[src/rtl/frida_pkg.sv]
// Shared FRIDA definitions: comparator mux defaults and scan FSM state type.
package frida_pkg;

    localparam int unsigned COMPMUX_N_CH_DEFAULT  = 16;
    localparam int unsigned COMPMUX_BLANK_DEFAULT = 2;

    // Auto-scan controller states
    typedef enum logic {
        IDLE,
        DWELL
    } scan_state_t;

endpackage

[src/rtl/compmux_scan_ctrl.sv]
// Auto-scan controller: dwell counter, scan index and IDLE/DWELL FSM.
// While idle the scan index mirrors cur_sel, so enabling scan never causes a switch.
module compmux_scan_ctrl
    import frida_pkg::*;
#(
    parameter int unsigned N_CH    = COMPMUX_N_CH_DEFAULT,
    parameter int unsigned SEL_W   = $clog2(N_CH),
    parameter int unsigned DWELL_W = 16
) (
    input  logic               clk,
    input  logic               rst,
    input  logic               scan_en,
    input  logic [DWELL_W-1:0] scan_dwell,
    input  logic [SEL_W-1:0]   cur_sel,
    output logic [SEL_W-1:0]   scan_idx
);

    localparam logic [SEL_W-1:0] LAST_IDX = SEL_W'(N_CH - 1);

    scan_state_t        state;
    scan_state_t        state_nxt;
    logic [DWELL_W-1:0] dwell_cnt;
    logic [DWELL_W-1:0] dwell_last;
    logic [SEL_W-1:0]   idx_q;

    // State register
    always_ff @(posedge clk) begin
        if (rst) begin
            state <= IDLE;
        end else begin
            state <= state_nxt;
        end
    end

    // Next-state logic: scan_en level selects scanning
    always_comb begin
        state_nxt = state;
        case (state)
            IDLE:    if (scan_en)  state_nxt = DWELL;
            DWELL:   if (!scan_en) state_nxt = IDLE;
            default: state_nxt = IDLE;
        endcase
    end

    // Last count value of a dwell period; a dwell of 0 behaves as 1
    always_comb begin
        dwell_last = (scan_dwell == '0) ? '0 : scan_dwell - DWELL_W'(1);
    end

    // Dwell counter and scan index; idle keeps the index seeded from cur_sel
    always_ff @(posedge clk) begin
        if (rst) begin
            dwell_cnt <= '0;
            idx_q     <= '0;
        end else if (state == IDLE) begin
            dwell_cnt <= '0;
            idx_q     <= cur_sel;
        end else if (scan_en) begin
            if (dwell_cnt == dwell_last) begin
                dwell_cnt <= '0;
                idx_q     <= (idx_q == LAST_IDX) ? '0 : idx_q + SEL_W'(1);
            end else begin
                dwell_cnt <= dwell_cnt + DWELL_W'(1);
            end
        end
    end

    // Output logic: scan index as seen by the target selector
    always_comb begin
        scan_idx = (state == DWELL) ? idx_q : cur_sel;
    end

endmodule

[src/rtl/compmux_seq.sv]
// Clocked N_CH:1 comparator output mux with glitch-free blanking and auto-scan.
// Optional: COMPMUX_EDGECNT_EN adds edge_cnt; USE_POWER_PINS adds vdd_d/vss_d.
module compmux_seq
    import frida_pkg::*;
#(
    parameter int unsigned N_CH      = COMPMUX_N_CH_DEFAULT,
    parameter int unsigned SEL_W     = $clog2(N_CH),
    parameter int unsigned DWELL_W   = 16,
    parameter int unsigned BLANK_CYC = COMPMUX_BLANK_DEFAULT
) (
`ifdef USE_POWER_PINS
    inout  wire                vdd_d,
    inout  wire                vss_d,
`endif
    input  logic               clk,
    input  logic               rst,
    input  logic [N_CH-1:0]    adc_comp_out,
    input  logic [SEL_W-1:0]   mux_sel,
    input  logic               scan_en,
    input  logic [DWELL_W-1:0] scan_dwell,
    output logic               comp_out,
    output logic [SEL_W-1:0]   cur_sel,
    output logic               blanking,
    output logic               sel_err
`ifdef COMPMUX_EDGECNT_EN
    ,
    output logic [15:0]        edge_cnt
`endif
);

    localparam int unsigned       BCNT_W     = (BLANK_CYC > 0) ? $clog2(BLANK_CYC + 1) : 1;
    localparam logic [BCNT_W-1:0] BLANK_LOAD = BCNT_W'(BLANK_CYC);
    localparam logic [SEL_W:0]    N_CH_EXT   = (SEL_W + 1)'(N_CH);

    logic [SEL_W-1:0]  scan_idx;
    logic [SEL_W-1:0]  target;
    logic              sel_oob;
    logic              do_switch;
    logic              sample;
    logic [BCNT_W-1:0] blank_cnt;

    compmux_scan_ctrl #(
        .N_CH    (N_CH),
        .SEL_W   (SEL_W),
        .DWELL_W (DWELL_W)
    ) u_scan (
        .clk        (clk),
        .rst        (rst),
        .scan_en    (scan_en),
        .scan_dwell (scan_dwell),
        .cur_sel    (cur_sel),
        .scan_idx   (scan_idx)
    );

    // Target selection and switch detection; out-of-range static selects are ignored
    always_comb begin
        sel_oob   = ({1'b0, mux_sel} >= N_CH_EXT);
        target    = scan_en ? scan_idx : mux_sel;
        do_switch = (scan_en || !sel_oob) && (target != cur_sel);
        sample    = adc_comp_out[cur_sel];
    end

    // Channel register, blank counter and select-error flag
    always_ff @(posedge clk) begin
        if (rst) begin
            cur_sel   <= '0;
            blank_cnt <= '0;
            sel_err   <= 1'b0;
        end else begin
            sel_err <= !scan_en && sel_oob;
            if (do_switch) begin
                cur_sel   <= target;
                blank_cnt <= BLANK_LOAD;
            end else if (blank_cnt != '0) begin
                blank_cnt <= blank_cnt - BCNT_W'(1);
            end
        end
    end

    // Blanking flag is a decode of the registered counter
    always_comb begin
        blanking = (blank_cnt != '0);
    end

    // Registered output sample, forced low while blanking
    always_ff @(posedge clk) begin
        if (rst) begin
            comp_out <= 1'b0;
        end else begin
            comp_out <= blanking ? 1'b0 : sample;
        end
    end

`ifdef COMPMUX_EDGECNT_EN
    // Saturating count of 0->1 transitions of comp_out, cleared on every switch
    always_ff @(posedge clk) begin
        if (rst) begin
            edge_cnt <= '0;
        end else if (do_switch) begin
            edge_cnt <= '0;
        end else if (!blanking && sample && !comp_out && (edge_cnt != '1)) begin
            edge_cnt <= edge_cnt + 16'd1;
        end
    end
`endif

endmodule

[config.mk]
export PLATFORM = sky130hd
export DESIGN_NAME = compmux_seq
export DESIGN_NICKNAME = d
export VERILOG_FILES = /design/src/rtl/frida_pkg.sv /design/src/rtl/compmux_scan_ctrl.sv /design/src/rtl/compmux_seq.sv
export SDC_FILE = /design/constraint.sdc
export NUM_CORES = 1
export LEC_CHECK = 0
export CORE_MARGIN = 1.5
export CORE_UTILIZATION = 45
export CTS_CLUSTER_SIZE = 12
export DETAILED_ROUTE_END_ITERATION = 10
export HOLD_SLACK_MARGIN = 0.06
export PLACE_DENSITY = 0.76
export SETUP_SLACK_MARGIN = 0.05
export SYNTH_ARGS = -nofsm -noshare
export SYNTH_HDL_FRONTEND = slang
export SYNTH_SLANG_ARGS = --single-unit
[constraint.sdc]
create_clock -name clk -period 10.9 [get_ports clk]
set_input_delay 2.18 -clock clk [delete_from_list [all_inputs] [get_ports clk]]
set_output_delay 2.18 -clock clk [all_outputs]
set_load 0.005 [all_outputs]
==> impl_metrics.py <==
metrics = {
    "detailed_routing": {
        "wl_per_cell_um": 15.3,
        "drt_pass1_iterations": 5,
        "viasPerCell": 5.85,
        "num_vias": 2455,
        "wl_um": 6440,
        "first_iter_violations": 162,
        "final_antenna_net_count": 0,
        "post-route-drc-count": 0,
    },
    "placed_design": {
        "dp_hpwl_um": 4870,
        "port_buffers": 44,
        "gp_congestion": 0.878,
    },
    "critical_path": {
        "critPathKind": "in2reg",
        "start_kind": "primary input",
        "arrival_ps": 6060,
        "cp_data_required_time_ps": 11050,
        "worstPathMaxFanout": 15,
        "crit_path_end_kind": "register",
    },
    "logic_synthesis": {
        "synth_ff_type": "dfxtp_1",
        "synth_area_um2": 2560,
        "yosys-top-cells-count": "42 x nor2_1, 28 x dfxtp_1, 22 x nand2_1, 17 x xnor2_1, 16 x clkbuf_1",
        "yosysTopAreaCell": "dfxtp_1",
        "synth.area.top_cells": "dfxtp_1 22%, nor2_1 6.2%, xnor2_1 5.8%, xor2_1 5.1%, mux4_2 4.4%",
        "ys_seq_area_share_pct": 21.9,
        "yosys.area.top_type_share_pct": 21.9,
        "synth.avg_cell_area_um2": 7.87,
        "synth_most_common_cell": "nor2_1",
        "synth-seq-cells": 28,
        "synthesis.nets": 367,
        "syn_inst": 325,
        "ys_types": 62,
        "synthArstFlopShare_pct": 0,
        "synth_edf_count": 0,
        "yosys_warnings": 0,
    },
    "global_routing": {
        "grt-ovfl-total": 0,
        "grt_usage_pct": 21.9,
        "grt_pass1_wl_um": 11000,
        "antenna_found_initial": 0,
        "grt_max_degree": 18,
        "grt_pass1_vias": 2287,
    },
    "clock_tree": {
        "cts_buffers": 3,
        "clock-sinks": 28,
        "root_buffer": "clkbuf_8",
        "path_clk_slew_ps": 90,
        "cts_tree": "built",
        "cts.htree.levels": 1,
        "ctsLongestPathBuffers": 2,
        "clk_latency_ps": 270,
        "cts_setup_buffers": 0,
        "cts-hold-fix-buffers": 0,
        "cts.repair.resized": 0,
    },
    "layout": {
        "nets": 391,
        "multiInputGateArea_um2": 1820,
        "area_growth_pct": 18.4,
        "fillers": 515,
        "layout-drive-gt1-share_pct": 6.32,
        "fin_util_pct": 55.0,
        "diodes": 0,
        "seq_area_um2": 561,
    },
    "power": {
        "power.share.combinational_pct": 23.7,
        "p_int_uw": 188,
        "p_clk_share_pct": 32.1,
        "seqPwrFrac_pct": 44.3,
        "powerDensity_nw_per_um2": 83.2,
        "sw_frac_of_total_pct": 25.5,
        "p_sw_uw": 64.3,
        "ir_worst_vdd_v": 0.0000515,
        "p_leak_nw": 0.988,
    },
    "worst_hold_path": {
        "min_path_type": "reg2reg",
    },
    "die": {
        "initial_utilization_pct": 46.5,
        "die_w_um": 78.4,
        "io_pins": 46,
        "core_um2": 5510,
        "die_h_um": 78.4,
        "die_area_um2": 6150,
        "rows": 27,
    },
    "sta": {
        "fin_crit_ps": 5910,
        "finalCritPeriodShare_pct": 54.2,
        "drv_slew": 0,
        "worst_pin_slew_ps": 690,
        "hold_viol": 0,
        "finalSetupViolCount": 0,
        "finalClockSkew_ps": 2.10,
        "maxSlewHeadroom_pct": 53.6,
        "grt_setup_unrepaired": "false",
        "fmax_mhz": 169,
        "setup-tns-final_ps": 0,
    },
    "run": {
        "drv_cap": 0,
    },
    "run_status": {
        "status": "finished, final reports clean",
    },
}
==> cell usage in the layout, fill, tap and decap left out, types with 10 or more instances in the layout <==
cell type and count:
inv_1 13, clkdlybuf4s50_1 44, or3_1 10, or4_1 10
o21ai_0 12, nor2_1 42, xor2_1 15, dfxtp_1 28
nand2_1 22, xnor2_1 17
==> kinds of logic (layout without fill, tap and decap cells) <==
logic type / Yosys count / in the layout / synth area share, %
adders and majority gates: 3 / 3 / 1.47
muxes: 14 / 14 / 7.92
buffers and inverters: 38 / 61 / 7.04
AOI/OAI and AO/OA: 64 / 64 / 17.8
xor gates and xnor gates: 33 / 33 / 11.9
other: 1 / 1 / 0.147
DFF: 28 / 28 / 21.9
and+or+nand+nor: 144 / 144 / 31.9
==> layer usage <==
metal / share of wire [%] / GRT usage (%)
met1: 48 / 31.2
met2: 46 / 35.0
met3: 4.7 / 2.56
met4: 1.5 / 5.89
met5: 0 / 0
==> final timing paths <==
kind | start | to | slack [ps] | cells past startpoint
setup / recovery | scan_dwell[0] | u_scan.dwell_cnt[4]$_SDFFE_PP0P_ | 4990 | 11
hold / removal | blank_cnt[1]$_SDFFE_PP0P_ | comp_out$_SDFF_PP0_ | 480 | 1
setup reg to reg | u_scan.dwell_cnt[12]$_SDFFE_PP0P_ | u_scan.dwell_cnt[4]$_SDFFE_PP0P_ | 7990 | 8
hold reg to reg | blank_cnt[1]$_SDFFE_PP0P_ | comp_out$_SDFF_PP0_ | 480 | 1
==> power by group through the flow <==
stage / Combinational, mW / Clock (mW) / Sequential (mW)
6_report: 0.0596 / 0.0809 / 0.112
5_1_grt: 0.0654 / 0.0872 / 0.113
4_1_cts: 0.0592 / 0.0825 / 0.112
3_5_place_dp: 0.0587 / 0 / 0.114
3_3_place_gp: 0.0577 / 0 / 0.114
2_1_floorplan: 0.0362 / 0 / 0.111
==> cell type report <==
cell class | instances | share of cell area [%]
Clock buffer | 3 | 1.36
Timing Repair Buffer | 44 | 14.5
Clock inverter | 1 | 0.991
Sequential cell | 28 | 18.5
Tap cell | 72 | 2.97
Inverter | 13 | 1.61
Multi-Input combinational cell | 259 | 60.0
==> stage by stage <==
step | setup slack, ps | instances | hold WS (ps) | power [mW] | cell area [um2]
floorplan | 5670 | 325 | 430 | 0.147 | 2560
global placement | 4780 | 416 | 457 | 0.172 | 2960
detailed placement | 4710 | 416 | 463 | 0.173 | 2960
CTS | 4990 | 420 | 476 | 0.253 | 3030
global route | 4760 | 420 | 528 | 0.265 | 3030
finish | 4990 | 420 | 478 | 0.252 | 3030
==> state kept, by name (all words and copies together), names as in the netlist <==
register / flops
u_scan.idx_q: 4
u_scan.state: 1
u_scan.dwell_cnt: 16
comp_out: 1
blank_cnt: 2
cur_sel: 4
==> critical path, cell delays in order <==
cell,delay (ps)
clkdlybuf4s50_1,500
inv_1,100
ha_1,290
or4b_4,590
or4_4,570
o31a_1,260
or4_1,410
nor4_2,300
and4_1,310
or2_1,450
nor2_1,100
Note: power is estimated with default switching activity, not from simulation.
